[config.mk]
export PLATFORM = sky130hd
export DESIGN_NAME = branch_dest_sequencer_flat
export DESIGN_NICKNAME = d
export VERILOG_FILES = /design/src/rtl/branch_dest_sequencer_if.sv /design/src/rtl/branch_dest_sequencer.sv /design/src/flat_wrapper.sv
export SDC_FILE = /design/constraint.sdc
export NUM_CORES = 1
export LEC_CHECK = 0
export CAP_MARGIN = 0
export CORE_MARGIN = 10
export CORE_UTILIZATION = 38
export DETAILED_ROUTE_END_ITERATION = 10
export PLACE_DENSITY = 0.86
export SYNTH_ARGS = -nofsm -noshare
export SYNTH_HDL_FRONTEND = slang
export SYNTH_SLANG_ARGS = --single-unit
[constraint.sdc]
create_clock -name Clock -period 5.61 [get_ports Clock]
set_clock_uncertainty 0.15 [all_clocks]
set_input_delay 1.122 -clock Clock [delete_from_list [all_inputs] [get_ports Clock]]
set_output_delay 1.122 -clock Clock [all_outputs]
set_load 0.05 [all_outputs]
[src/rtl/branch_dest_sequencer_if.sv]
`default_nettype none
// +-----------------------------------------------------------------------+
// | branch_dest_sequencer_if                                               |
// | Redirect request bus (execute -> sequencer) and redirect offer to fetch |
// | Rev 1.0                                                                 |
// +-----------------------------------------------------------------------+
interface branch_dest_sequencer_if #(
  parameter int NrOfBits = 32
);
  logic                TrapReq;
  logic                JumpReq;
  logic [NrOfBits-1:0] JumpAddr;
  logic                BranchReq;
  logic                BranchTaken;
  logic [NrOfBits-1:0] BranchAddr;
  logic                RedirectReady;
  logic [2:0]          Grant;
  logic                Misalign;
  logic                Flush;
  logic [NrOfBits-1:0] RegD;
  logic                RegLoad;
  logic                RedirectValid;
  logic [NrOfBits-1:0] RedirectAddr;
  logic                Busy;

  modport master (
    input  TrapReq, JumpReq, JumpAddr, BranchReq, BranchTaken, BranchAddr, RedirectReady,
    output Grant, Misalign, Flush, RegD, RegLoad, RedirectValid, RedirectAddr, Busy
  );

  modport slave (
    output TrapReq, JumpReq, JumpAddr, BranchReq, BranchTaken, BranchAddr, RedirectReady,
    input  Grant, Misalign, Flush, RegD, RegLoad, RedirectValid, RedirectAddr, Busy
  );
endinterface
`default_nettype wire

[src/rtl/branch_dest_sequencer.sv]
`default_nettype none
// +-----------------------------------------------------------------------+
// | branch_dest_sequencer                                                  |
// | Arbitrates trap/jump/branch redirects, loads the destination register, |
// | flushes the pipeline and offers the target to fetch.                   |
// | Rev 1.0                                                                 |
// +-----------------------------------------------------------------------+
module branch_dest_sequencer #(
  parameter int                  NrOfBits   = 32,
  parameter logic [NrOfBits-1:0] TrapVector = NrOfBits'(32'h0000_0004)
) (
  input wire logic                Clock,
  input wire logic                Reset,
  input wire logic                Tick,
  branch_dest_sequencer_if.master bus
);

  typedef enum logic [1:0] {
    ST_IDLE  = 2'd0,
    ST_LOAD  = 2'd1,
    ST_ISSUE = 2'd2
  } state_t;

  localparam logic c_trap_misalign = (TrapVector[1:0] != 2'b00);

  state_t              r_state, w_state_nxt;
  logic [NrOfBits-1:0] r_pending, w_pending_nxt;
  logic [2:0]          r_grant, w_grant_nxt;
  logic                r_flush, w_flush_nxt;
  logic                r_misalign, w_misalign_nxt;
  logic [2:0]          w_win;
  logic [NrOfBits-1:0] w_sel;
  logic                w_sel_misalign;

  // Fixed priority: trap > jump > taken branch
  always_comb begin
    w_win = 3'b000;
    w_sel = TrapVector;
    if (bus.TrapReq) begin
      w_win = 3'b100;
      w_sel = TrapVector;
    end else if (bus.JumpReq) begin
      w_win = 3'b010;
      w_sel = bus.JumpAddr;
    end else if (bus.BranchReq && bus.BranchTaken) begin
      w_win = 3'b001;
      w_sel = bus.BranchAddr;
    end
    w_sel_misalign = (w_sel[1:0] != 2'b00);
  end

  always_comb begin
    w_state_nxt    = r_state;
    w_pending_nxt  = r_pending;
    w_grant_nxt    = r_grant;
    w_flush_nxt    = r_flush;
    w_misalign_nxt = r_misalign;
    // Pulse registers only retire on a Tick cycle so each pulse is one Tick wide
    if (Tick) begin
      w_grant_nxt    = 3'b000;
      w_flush_nxt    = 1'b0;
      w_misalign_nxt = 1'b0;
      case (r_state)
        ST_IDLE: begin
          if (w_win != 3'b000) begin
            w_pending_nxt  = w_sel_misalign ? TrapVector : w_sel;
            w_grant_nxt    = w_win;
            w_flush_nxt    = 1'b1;
            w_misalign_nxt = w_sel_misalign;
            w_state_nxt    = ST_LOAD;
          end
        end
        ST_LOAD: w_state_nxt = ST_ISSUE;
        ST_ISSUE: begin
          if (bus.RedirectReady) begin
            w_state_nxt = ST_IDLE;
          end else if (bus.TrapReq) begin
            w_pending_nxt  = TrapVector;
            w_grant_nxt    = 3'b100;
            w_flush_nxt    = 1'b1;
            w_misalign_nxt = c_trap_misalign;
            w_state_nxt    = ST_LOAD;
          end
        end
        default: w_state_nxt = ST_IDLE;
      endcase
    end
  end

  always_ff @(posedge Clock) begin
    if (Reset) begin
      r_state    <= ST_IDLE;
      r_pending  <= '0;
      r_grant    <= 3'b000;
      r_flush    <= 1'b0;
      r_misalign <= 1'b0;
    end else begin
      r_state    <= w_state_nxt;
      r_pending  <= w_pending_nxt;
      r_grant    <= w_grant_nxt;
      r_flush    <= w_flush_nxt;
      r_misalign <= w_misalign_nxt;
    end
  end

  assign bus.Grant         = Tick ? r_grant : 3'b000;
  assign bus.Flush         = Tick & r_flush;
  assign bus.Misalign      = Tick & r_misalign;
  assign bus.RegLoad       = Tick && (r_state == ST_LOAD);
  assign bus.RegD          = r_pending;
  assign bus.RedirectValid = (r_state == ST_ISSUE);
  assign bus.RedirectAddr  = r_pending;
  assign bus.Busy          = (r_state != ST_IDLE);

endmodule
`default_nettype wire

[src/flat_wrapper.sv]
// flat-port wrapper written by rule: the top's interface ports become plain ports
module branch_dest_sequencer_flat 
#(
  parameter int                  NrOfBits   = 32,
  parameter logic [NrOfBits-1:0] TrapVector = NrOfBits'(32'h0000_0004)
)
  (Clock, Reset, Tick, bus_TrapReq, bus_JumpReq, bus_JumpAddr, bus_BranchReq, bus_BranchTaken, bus_BranchAddr, bus_RedirectReady, bus_Grant, bus_Misalign, bus_Flush, bus_RegD, bus_RegLoad, bus_RedirectValid, bus_RedirectAddr, bus_Busy);
  branch_dest_sequencer_if #(.NrOfBits(NrOfBits)) bus_i ();
  input wire logic Clock;
  input wire logic Reset;
  input wire logic Tick;
  input wire logic [$bits(bus_i.TrapReq)-1:0] bus_TrapReq;
  input wire logic [$bits(bus_i.JumpReq)-1:0] bus_JumpReq;
  input wire logic [$bits(bus_i.JumpAddr)-1:0] bus_JumpAddr;
  input wire logic [$bits(bus_i.BranchReq)-1:0] bus_BranchReq;
  input wire logic [$bits(bus_i.BranchTaken)-1:0] bus_BranchTaken;
  input wire logic [$bits(bus_i.BranchAddr)-1:0] bus_BranchAddr;
  input wire logic [$bits(bus_i.RedirectReady)-1:0] bus_RedirectReady;
  output wire logic [$bits(bus_i.Grant)-1:0] bus_Grant;
  output wire logic [$bits(bus_i.Misalign)-1:0] bus_Misalign;
  output wire logic [$bits(bus_i.Flush)-1:0] bus_Flush;
  output wire logic [$bits(bus_i.RegD)-1:0] bus_RegD;
  output wire logic [$bits(bus_i.RegLoad)-1:0] bus_RegLoad;
  output wire logic [$bits(bus_i.RedirectValid)-1:0] bus_RedirectValid;
  output wire logic [$bits(bus_i.RedirectAddr)-1:0] bus_RedirectAddr;
  output wire logic [$bits(bus_i.Busy)-1:0] bus_Busy;
  assign bus_i.TrapReq = bus_TrapReq;
  assign bus_i.JumpReq = bus_JumpReq;
  assign bus_i.JumpAddr = bus_JumpAddr;
  assign bus_i.BranchReq = bus_BranchReq;
  assign bus_i.BranchTaken = bus_BranchTaken;
  assign bus_i.BranchAddr = bus_BranchAddr;
  assign bus_i.RedirectReady = bus_RedirectReady;
  assign bus_Grant = bus_i.Grant;
  assign bus_Misalign = bus_i.Misalign;
  assign bus_Flush = bus_i.Flush;
  assign bus_RegD = bus_i.RegD;
  assign bus_RegLoad = bus_i.RegLoad;
  assign bus_RedirectValid = bus_i.RedirectValid;
  assign bus_RedirectAddr = bus_i.RedirectAddr;
  assign bus_Busy = bus_i.Busy;
  branch_dest_sequencer #(.NrOfBits(NrOfBits), .TrapVector(TrapVector)) u_core (.Clock(Clock), .Reset(Reset), .Tick(Tick), .bus(bus_i));
endmodule
==> results_tabular.tex, run 1 <==
\begin{tabular}{lr}
\hline
Metric & Value \\
\hline
\multicolumn{2}{l}{\textbf{Status}} \\
Status & finished clean \\
\multicolumn{2}{l}{\textbf{Timing}} \\
Final cycle utilization of the critical path & 0.7450 \\
Max Fclk & 0.2393 GHz \\
Setup TNS & 0 ps \\
Transition time at the pin with the least slew margin & 1182 ps \\
Clock period minus worst slack & 4179 ps \\
Count of pins over their slew limit & 0 \\
Setup repair after global routing missed its margin & no \\
Final hold violations & 0 \\
Slew headroom & 0.2119 \\
Setup-failing EPs final & 0 \\
\multicolumn{2}{l}{\textbf{Synth}} \\
Portion of the post-synthesis area used by sequential elements & 0.3817 \\
Synthesized Nets & 269 \\
Total standard cell area after synthesis & 0.002046 mm2 \\
Syn Area/Cell & 10.38 um2 \\
Post-synth cell types & 31 \\
EDFF count, synth & 0 \\
Async S/R FF share, synth & 0 \\
Count of mapped cells out of synthesis & 197 \\
Main flop type after synthesis & dfxtp\_1 \\
Yosys warns & 0 \\
Yosys reg bits & 39 \\
\multicolumn{2}{l}{\textbf{Detailed routing}} \\
Via count normalized by instance count & 5.102 \\
Detailed Route Iter0 Violations & 41 \\
Via count of the routed design & 1,903 \\
Count of TritonRoute iterations in the first routing pass & 4 \\
DRC viols & 0 \\
Final WL & 6881 um \\
Wire length per cell after detailed routing & 18.45 um \\
DRT antenna net count & 0 \\
\multicolumn{2}{l}{\textbf{Clock network}} \\
Setup bufs post-CTS & 0 \\
H-tree depth reported by CTS & 2 \\
Clock buffers created by TritonCTS & 5 \\
Library cell used as clock root buffer & clkbuf\_8 \\
Clock net sink count & 39 \\
Worst-Skew Late Latency & 270 ps \\
Number of instances resized during post-cts repair & 0 \\
Number of buffers inserted for hold repair after clock tree synthesis & 0 \\
Clock tree from TritonCTS & yes \\
Maximum clock path buffer count & 2 \\
Register clock-pin slew on the reported worst setup and hold paths & 70 ps \\
\multicolumn{2}{l}{\textbf{Layout}} \\
Combined area of the multi-input logic cells & 913.4 um2 \\
Final design utilization & 0.6471 \\
Share of post-route cells with drive strength above 1 & 0.09901 \\
Sequential cell area & 780.7 um2 \\
Filler cell count & 421 \\
Area added between synthesis and finish & 63.61\% \\
N\_diodes & 0 \\
Post-layout nets & 374 \\
\multicolumn{2}{l}{\textbf{Global routing}} \\
First-pass GRT wire length & 10,480 um \\
Number of global-route vias before repair & 2,037 \\
Gr ovfl total & 0 \\
Maximum number of pins on one net before global-route repair & 31 \\
Number of antenna violations at the first check in global routing & 0 \\
Total global-route track usage & 0.1506 \\
\multicolumn{2}{l}{\textbf{Worst setup path}} \\
Setup crit start kind & input port \\
Arrival time reported for the critical path endpoint & 2910 ps \\
Type of destination of the critical path & output port \\
Data required time at the worst endpoint & 4340 ps \\
Largest fanout of any net on the critical path & 17 \\
Launch instance of the worst register-to-register path & u\_core.r\_state[0]\$\_SDFFE\_PP0P\_ \\
Path type of the worst setup path & in2out \\
Crit. Startpoint & Tick \\
\multicolumn{2}{l}{\textbf{Die}} \\
Area of the die & 0.008718 mm2 \\
Horizontal extent of the die & 93.37 um \\
Core Box Area & 0.005172 mm2 \\
Initial standard-cell utilization of the core & 0.3955 \\
Row cnt & 26 \\
Number of placed I/O pins & 144 \\
Die H & 93.37 um \\
\multicolumn{2}{l}{\textbf{Placement}} \\
RePlAce Congestion & 0.8332 \\
Port Buf Inserts & 143 \\
Final HPWL from detailed placement & 5504 um \\
\multicolumn{2}{l}{\textbf{Worst hold path}} \\
Startpoint of the worst hold path & u\_core.r\_grant[1]\$\_SDFFE\_PP0P\_ \\
Worst hold path class & reg2reg \\
\multicolumn{2}{l}{\textbf{Power and ir drop}} \\
Total power divided by cell area & 201.9 mW/mm2 \\
Maximum vdd drop & 0.1142 mV \\
Lkg Pwr & 1.160 nW \\
\multicolumn{2}{l}{\textbf{Flow run}} \\
Number of max-cap violations & 0 \\
\hline
\end{tabular}
## layout by cell type, fill, tap and decap left out, drive strengths merged, types with 3 or more instances in the layout
| cell | netlist | final |
|---|---|---|
| and2 | 7 | 7 |
| nor2 | 5 | 5 |
| nand3 | 3 | 3 |
| a21oi | 9 | 9 |
| clkdlybuf4s50 | 0 | 143 |
| clkbuf | 9 | 8 |
| inv | 5 | 5 |
| dfxtp | 39 | 39 |
| nand2b | 6 | 6 |
| a22oi | 29 | 29 |
| o2bb2ai | 28 | 28 |
## through the flow
stage          setup WS (ps)  cell area, um2  hold WS [ps]  std cells  power (W)
3_5_place_dp            1421            3247         309.6        365  0.0004798
4_1_cts                 1419            3347         320.0        373  0.0006845
5_1_grt                 1261            3347         342.3        373  0.0007078
6_report                1431            3347         323.9        373  0.0006758
3_3_place_gp            1446            3247         306.5        365  0.0004764
2_1_floorplan           2503            2046         290.6        197  0.0004003
## logic make-up (layout without fill, tap and decap cells)
logic type / count (synthesis) / after routing / synth area share
flops: 39 / 39 / 0.3817
buf+inv: 52 / 158 / 0.1755
simple gates: 31 / 31 / 0.08746
compound gates: 75 / 75 / 0.3554
## metal layers
layer | share of wire | GRT usage | wire length, um
met5 | 0 | 0 | 0
met4 | 0.013 | 0.05013 | 87
met3 | 0.10 | 0.06954 | 722
met2 | 0.50 | 0.2552 | 3460
met1 | 0.38 | 0.1619 | 2611
## state kept, by name, indices dropped and copies added, names as in the netlist
signal	flops
u_core.r_flush	1
u_core.r_state	2
u_core.r_misalign	1
u_core.r_grant	3
u_core.bus.RedirectAddr	32
## worst paths after layout
check / depth (start not counted) / slack [ps] / endpoint
min reg2reg: 2 / 320 / u_core.r_grant[1]$_SDFFE_PP0P_
max reg2reg: 4 / 3130 / u_core.bus.RedirectAddr[1]$_SDFFE_PP0P_
min: 2 / 320 / u_core.r_grant[1]$_SDFFE_PP0P_
max: 4 / 1430 / bus_RegLoad
## cell type report
type                    count  share of cell area
clock buffers               8             0.02991
flip-flops and latches     39              0.2333
multi-input cells         106              0.2729
well taps                  70             0.02617
inverters                   5            0.005607
repair buffers            145              0.4322
## critical path, stage by stage
cell and delay [ps]:
clkdlybuf4s50_1 740, nand2_1 90, nor2_1 130, clkdlybuf4s50_1 820
## synthesized netlist by cell type (all sizes together) (2+ instances only)
cell     number  share of area
dfxtp        39           0.38
buf          38           0.15
a22oi        29           0.11
o2bb2ai      28           0.19
a21oi         9          0.022
clkbuf        9          0.017
and2          7          0.021
nand2b        6          0.018
inv           5         0.0092
nor2          5         0.0092
nand3         3         0.0073
nand3b        2         0.0073
nor2b         2         0.0061
o22ai         2         0.0061
or2b          2         0.0073
## power breakdown
| group | switching, W | internal, W |
|---|---|---|
| Sequential | 0.00000742 | 0.000285 |
| Combinational | 0.0000957 | 0.0000841 |
| Clock | 0.0000917 | 0.000112 |
| Total | 0.000195 | 0.000481 |
(Power assumes the default switching activity.)
==> run 2, diff against run 1 <==
- CORE_UTILIZATION: 38 -> 35
- PLACE_DENSITY: 0.86 -> 0.8
- clock period: 5.61 -> 3.85 ns (I/O delays scaled with it)
==> results_tabular.tex, run 2 (synthesis gave the netlist of run 1 again) <==
\begin{tabular}{lr}
\hline
Metric & Value \\
\hline
\multicolumn{2}{l}{\textbf{Status}} \\
Status & finished clean \\
\multicolumn{2}{l}{\textbf{Layout}} \\
Share of post-route cells with drive strength above 1 & 0.1078 (+0.008833) \\
Layout Cells excl Fill & 378 (+1.3\%) \\
Area added between synthesis and finish & 63.79\% \\
N\_diodes & 0 (unchanged) \\
Most common cell after layout, fill and taps aside & clkdlybuf4s50\_1 \\
Post-layout nets & 377 (+0.80\%) \\
Leading cell types in the layout, fill and taps excluded & clkdlybuf4s50\_1, dfxtp\_1, a22oi\_1 \\
Filler cell count & 490 (+16\%) \\
Number of flip-flops in the largest register & 32 (unchanged) \\
\multicolumn{2}{l}{\textbf{Worst setup path}} \\
Largest fanout of any net on the critical path & 11 (-6) \\
Type of destination of the critical path & output port \\
Arrival time reported for the critical path endpoint & 2380 ps (-530 ps) \\
Setup crit start kind & input port \\
Worst Path Buf+Inv & 2 (unchanged) \\
Path type of the worst setup path & in2out \\
Reg-to-reg setup timing slack & 1480 ps (-1650 ps) \\
Cell type with the highest occurrence count on the critical path & clkdlybuf4s50\_1 \\
Kind of cell adding the most delay to the critical path & buffers and inverters \\
Highest cell delay on the worst timing path & 810 ps (about the same) \\
Chain of cells forming the critical path & clkdlybuf4s50\_1 -> and2\_1 -> clkdlybuf4s50\_1 \\
Slowest stage cell on the critical path & clkdlybuf4s50\_1 \\
Data required time at the worst endpoint & 2930 ps (-1410 ps) \\
\multicolumn{2}{l}{\textbf{Placement}} \\
Final HPWL from detailed placement & 5454 um (-0.90\%) \\
RePlAce Congestion & 0.7476 (-10\%) \\
Port Buf Inserts & 143 (unchanged) \\
Dpl ws & 538.5 ps (-882.2 ps) \\
Placed instance count & 370 (+1.4\%) \\
\multicolumn{2}{l}{\textbf{Clock network}} \\
Clock net sink count & 39 (unchanged) \\
Number of instances resized during post-cts repair & 0 (unchanged) \\
Clock tree from TritonCTS & yes \\
Maximum clock path buffer count & 2 (unchanged) \\
Number of buffers inserted for hold repair after clock tree synthesis & 0 (unchanged) \\
Library cell used as clock root buffer & clkbuf\_8 \\
Clock buffers created by TritonCTS & 5 (unchanged) \\
H-tree depth reported by CTS & 2 (unchanged) \\
Setup bufs post-CTS & 0 (unchanged) \\
Register clock-pin slew on the reported worst setup and hold paths & 70 ps (about the same) \\
Worst-Skew Late Latency & 280 ps (about the same) \\
\multicolumn{2}{l}{\textbf{Detailed routing}} \\
Final WL & 6721 um (-2.3\%) \\
Via count of the routed design & 1,855 (-2.5\%) \\
DRC viols & 0 (unchanged) \\
DRT antenna net count & 0 (unchanged) \\
Count of TritonRoute iterations in the first routing pass & 4 (unchanged) \\
Via count normalized by instance count & 4.907 (-3.8\%) \\
Detailed Route Iter0 Violations & 27 (-34\%) \\
Wire length per cell after detailed routing & 17.78 um (-3.6\%) \\
\multicolumn{2}{l}{\textbf{Die}} \\
Core Box Area & 0.005574 mm2 (+7.8\%) \\
Die H & 96.45 um (+3.3\%) \\
Horizontal extent of the die & 96.45 um (+3.3\%) \\
Initial standard-cell utilization of the core & 0.3670 (-0.02850) \\
Area of the die & 0.009303 mm2 (+6.7\%) \\
Row cnt & 27 (+3.8\%) \\
Number of placed I/O pins & 144 (unchanged) \\
\multicolumn{2}{l}{\textbf{Global routing}} \\
Maximum number of pins on one net before global-route repair & 31 (unchanged) \\
Number of antenna violations at the first check in global routing & 0 (unchanged) \\
First-pass GRT wire length & 10,260 um (-2.1\%) \\
Number of global-route vias before repair & 1,985 (-2.6\%) \\
Gr ovfl total & 0 (unchanged) \\
Total global-route track usage & 0.1401 (-0.01044) \\
\multicolumn{2}{l}{\textbf{Power and ir drop}} \\
Switching part of the total & 0.2950 (+0.006869) \\
Switching power & 0.0002786 W (+43\%) \\
Part of the power in the clock network & 0.271 (-0.031) \\
Total power divided by cell area & 281.9 mW/mm2 (+40\%) \\
Post-layout power & 0.0009444 W (+40\%) \\
Part of the power in combinational logic & 0.278 (+0.012) \\
Sequential cell fraction of total power & 0.451 (+0.019) \\
Power Internal & 0.0006658 W (+38\%) \\
Maximum vdd drop & 0.1405 mV (+23\%) \\
Lkg Pwr & 1.166 nW (+0.59\%) \\
\multicolumn{2}{l}{\textbf{Timing}} \\
Transition time at the pin with the least slew margin & 965.8 ps (-216.4 ps) \\
Clock period minus worst slack & 3303 ps \\
Final cycle utilization of the critical path & 0.8580 \\
Slew headroom & 0.3548 (+0.1429) \\
Count of pins over their slew limit & 0 (unchanged) \\
Setup TNS & 0 ps (unchanged) \\
Setup-failing EPs final & 0 (unchanged) \\
Worst hold margin & 322.6 ps (-1.307 ps) \\
Setup repair after global routing missed its margin & no \\
Fin worst setup slack & 546.6 ps (-883.9 ps) \\
Max Fclk & 0.3027 GHz \\
Final hold violations & 0 (unchanged) \\
\multicolumn{2}{l}{\textbf{Worst hold path}} \\
Worst hold path class & reg2reg \\
\multicolumn{2}{l}{\textbf{Flow run}} \\
Number of max-cap violations & 0 (unchanged) \\
\hline
\end{tabular}
run 2: cell types whose count changed in the layout (fill, tap and decap cells not counted):
cell / previous run / this run
clkbuf_8: 7 / 5
clkbuf_1: 1 / 2
buf_4: 2 / 6
clkinv_2: 0 / 1
clkdlybuf4s50_1: 143 / 142
run 2: worst paths after layout:
path,from,to,depth (start not counted)
setup / recovery,Tick,bus_Grant[0],3
hold / removal,u_core.r_grant[1]$_SDFFE_PP0P_,u_core.r_grant[1]$_SDFFE_PP0P_,2
setup reg to reg,u_core.r_state[0]$_SDFFE_PP0P_,u_core.bus.RedirectAddr[1]$_SDFFE_PP0P_,4
hold reg to reg,u_core.r_grant[1]$_SDFFE_PP0P_,u_core.r_grant[1]$_SDFFE_PP0P_,2
run 2: area by class of cell:
type	count	area (um2)	area share
Tap cell	72	90.09	0.02689
Clock buffer	7	76.32	0.02278
Timing Repair Buffer	148	1466	0.4376
Multi-Input combinational cell	106	913.4	0.2726
Clock inverter	1	5.005	0.001494
Sequential cell	39	780.7	0.2330
Inverter	5	18.77	0.005601
run 2: metal layers:
layer / share of wire / vias to the layer above / global-route usage
met5: 0 / - / 0
met1: 0.38 / 859 / 0.1457
li1: - / 915 / -
met2: 0.51 / 79 / 0.2506
met3: 0.11 / 2 / 0.06785
met4: 0.0034 / 0 / 0.02906
run 2: tightest hold or removal path, stage by stage, from the launching register on:
cell	delay, ps
dfxtp_1	310
nand2b_1	60
a21oi_1	60
run 2: power groups by stage:
stage | registers, W | logic (W) | clock network (W)
4_1_cts | 0.000426 | 0.000266 | 0.000267
2_1_floorplan | 0.000460 | 0.000124 | 0
3_5_place_dp | 0.000435 | 0.000265 | 0
5_1_grt | 0.000428 | 0.000278 | 0.000287
6_report | 0.000426 | 0.000262 | 0.000256
3_3_place_gp | 0.000435 | 0.000261 | 0
run 2: metrics by stage:
stage	instance area [um2]	utilization
after CTS	3351	0.6011
final	3351	0.6011
after detailed placement	3269	0.5865
after global placement	3269	0.5865
after floorplan	2046	-
after global routing	3351	0.6011
==> run 3, diff against run 2 <==
- GPL_TIMING_DRIVEN: unset -> 0
==> results_tabular.tex, run 3 (synthesis gave the netlist of run 1 again) <==
\begin{tabular}{lr}
\hline
Metric & Value \\
\hline
\multicolumn{2}{l}{\textbf{Layout}} \\
Final design utilization & 0.6561 (+0.05499) \\
Number of flip-flops in the largest register & 32 (unchanged) \\
Post-layout nets & 418 (+11\%) \\
Most common cell after layout, fill and taps aside & clkdlybuf4s50\_1 \\
Leading cell types in the layout, fill and taps excluded & clkdlybuf4s50\_1, dfxtp\_1, buf\_4 \\
Final Instance Area & 0.003657 mm2 (+9.1\%) \\
N\_diodes & 0 (unchanged) \\
Area added between synthesis and finish & 78.78\% \\
Layout Cells excl Fill & 419 (+11\%) \\
Share of post-route cells with drive strength above 1 & 0.1873 (+0.07948) \\
\multicolumn{2}{l}{\textbf{Detailed routing}} \\
Via count normalized by instance count & 4.878 (-0.59\%) \\
Count of TritonRoute iterations in the first routing pass & 4 (unchanged) \\
Top layer reached by signal wires & met4 \\
Detailed Route Iter0 Violations & 72 (+170\%) \\
DRT antenna net count & 0 (unchanged) \\
Met1 WL & 2688 um (+4.7\%) \\
Wire length per cell after detailed routing & 17.37 um (-2.3\%) \\
Detailed-routed wire length on met3 & 861 um (+20\%) \\
Via count of the routed design & 2,044 (+10\%) \\
Final WL & 7276 um (+8.3\%) \\
Met2 Wirelength & 3667 um (+7.5\%) \\
DRC viols & 0 (unchanged) \\
\multicolumn{2}{l}{\textbf{Timing}} \\
Setup-failing EPs final & 0 (unchanged) \\
Max Fclk & 0.2766 GHz (-8.6\%) \\
Clock period minus worst slack & 3616 ps (+312.5 ps) \\
Count of pins over their slew limit & 0 (unchanged) \\
Final hold violations & 0 (unchanged) \\
Setup repair after global routing missed its margin & no \\
Setup TNS & 0 ps (unchanged) \\
Final cycle utilization of the critical path & 0.9392 (+0.08116) \\
Transition time at the pin with the least slew margin & 528.8 ps (-437.0 ps) \\
Slew headroom & 0.6464 (+0.2916) \\
\multicolumn{2}{l}{\textbf{Worst hold path}} \\
Worst hold endpoint & u\_core.r\_grant[1]\$\_SDFFE\_PP0P\_ \\
Startpoint of the worst hold path & u\_core.r\_grant[1]\$\_SDFFE\_PP0P\_ \\
Cell depth of the worst min-delay path & 2 (unchanged) \\
Worst hold path class & reg2reg \\
\multicolumn{2}{l}{\textbf{Worst setup path}} \\
Highest cell delay on the worst timing path & 820 ps (about the same) \\
Cell type with the highest occurrence count on the critical path & clkdlybuf4s50\_1 \\
Largest fanout of any net on the critical path & 10 (-1) \\
Setup crit start kind & input port \\
Data required time at the worst endpoint & 2930 ps (about the same) \\
Kind of cell adding the most delay to the critical path & buffers and inverters \\
Launch instance of the worst register-to-register path & u\_core.r\_state[0]\$\_SDFFE\_PP0P\_ \\
Arrival time reported for the critical path endpoint & 2700 ps (+320 ps) \\
Worst Path Buf+Inv & 3 (+1) \\
Reg-to-reg setup timing slack & 1780 ps (+300 ps) \\
Slowest stage cell on the critical path & clkdlybuf4s50\_1 \\
RR Endpoint & u\_core.bus.RedirectAddr[28]\$\_SDFFE\_PP0P\_ \\
Chain of cells forming the critical path & clkdlybuf4s50\_1 -> clkbuf\_1 -> and2\_1 -> clkdlybuf4s50\_1 \\
Number of cells on the worst reg-to-reg path & 6 (+2) \\
Type of destination of the critical path & output port \\
Path type of the worst setup path & in2out \\
\multicolumn{2}{l}{\textbf{Global routing}} \\
Total global-route track usage & 0.1524 (+0.01228) \\
Number of antenna violations at the first check in global routing & 0 (unchanged) \\
Number of global-route vias before repair & 2,231 (+12\%) \\
First-pass GRT wire length & 11,150 um (+8.7\%) \\
Maximum number of pins on one net before global-route repair & 12 (-61\%) \\
Gr ovfl total & 0 (unchanged) \\
\multicolumn{2}{l}{\textbf{Die}} \\
Area of the die & 0.009303 mm2 (unchanged) \\
Die H & 96.45 um (unchanged) \\
Horizontal extent of the die & 96.45 um (unchanged) \\
Core Box Area & 0.005574 mm2 (unchanged) \\
Number of placed I/O pins & 144 (unchanged) \\
Initial standard-cell utilization of the core & 0.3670 (unchanged) \\
Row cnt & 27 (unchanged) \\
\multicolumn{2}{l}{\textbf{Flow run}} \\
Number of max-cap violations & 0 (unchanged) \\
\multicolumn{2}{l}{\textbf{Placement}} \\
RePlAce Congestion & 0.7818 (+4.6\%) \\
Post-DP Area & 0.003557 mm2 (+8.8\%) \\
Final HPWL from detailed placement & 5886 um (+7.9\%) \\
Placed instance count & 411 (+11\%) \\
Port Buf Inserts & 142 (-0.70\%) \\
\multicolumn{2}{l}{\textbf{Clock network}} \\
Library cell used as clock root buffer & clkbuf\_8 \\
Worst-Skew Late Latency & 280 ps (about the same) \\
Setup bufs post-CTS & 0 (unchanged) \\
H-tree depth reported by CTS & 2 (unchanged) \\
Number of buffers inserted for hold repair after clock tree synthesis & 0 (unchanged) \\
Clock net sink count & 39 (unchanged) \\
Clock buffers created by TritonCTS & 5 (unchanged) \\
Maximum clock path buffer count & 2 (unchanged) \\
Clock tree from TritonCTS & yes \\
Number of instances resized during post-cts repair & 0 (unchanged) \\
Register clock-pin slew on the reported worst setup and hold paths & 70 ps (about the same) \\
\multicolumn{2}{l}{\textbf{Status}} \\
Status & finished clean \\
\multicolumn{2}{l}{\textbf{Power and ir drop}} \\
Lkg Pwr & 1.365 nW (+17\%) \\
Post-layout power & 0.0009998 W (+5.9\%) \\
Maximum vdd drop & 0.1350 mV (-3.9\%) \\
Total power divided by cell area & 273.4 mW/mm2 (-3.0\%) \\
\hline
\end{tabular}
-- run 3: changes by cell type in the layout (fill, tap and decap cells not counted), sizes merged --
| cell | change |
|---|---|
| buf | +32 |
| clkbuf | +10 |
| clkinv | -1 |
-- run 3: worst max-delay path by stage --
stage / start / endpoint / slack, ps / cells past startpoint
3_5_place_dp: Tick / bus_Grant[0] / 230 / 4
3_3_place_gp: Tick / bus_Grant[0] / 240 / 4
2_1_floorplan: Tick / bus_RegLoad / 1450 / 2
4_1_cts: Tick / bus_Grant[0] / 230 / 4
5_1_grt: Tick / bus_Grant[1] / 110 / 4
6_report: Tick / bus_Grant[0] / 230 / 4
-- run 3: layout make-up --
| cell class | count | area (um2) |
|---|---|---|
| Timing Repair Buffer | 142 | 1421 |
| Buffer | 47 | 340.3 |
| Tap cell | 72 | 90.09 |
| Inverter | 5 | 18.77 |
| Multi-Input combinational cell | 106 | 905.9 |
| Clock buffer | 8 | 100.1 |
| Fill cell | 480 | 1917 |
| Sequential cell | 39 | 780.7 |
-- run 3: per-stage QoR --
stage / setup WS (ps) / hold WS [ps]
floorplan: 1447 / 290.6
global placement: 244.5 / 302.4
detailed placement: 225.2 / 314.7
CTS: 225.7 / 327.0
global route: 105.5 / 348.5
finish: 234.1 / 324.3
-- run 3: report_power, final --
part | internal [W] | leakage [nW] | switching (W)
registers | 0.000415 | 0.316 | 0.0000111
logic | 0.000134 | 0.997 | 0.000143
clock network | 0.000163 | 0.0515 | 0.000133
total | 0.000713 | 1.36 | 0.000287
-- run 3: worst register-to-register path: stages, from the launching register on --
cell and delay, ps:
dfxtp_1 440, nor3_1 130, a221o_1 460, or3_1 400
buf_6 160, buf_12 150, o2bb2ai_2 120
-- run 3: per-layer routing --
metal,vias to the layer above,global-route usage
met5,-,0
met4,0,0.03632
met3,5,0.07633
met2,84,0.2667
met1,962,0.1599
li1,993,-
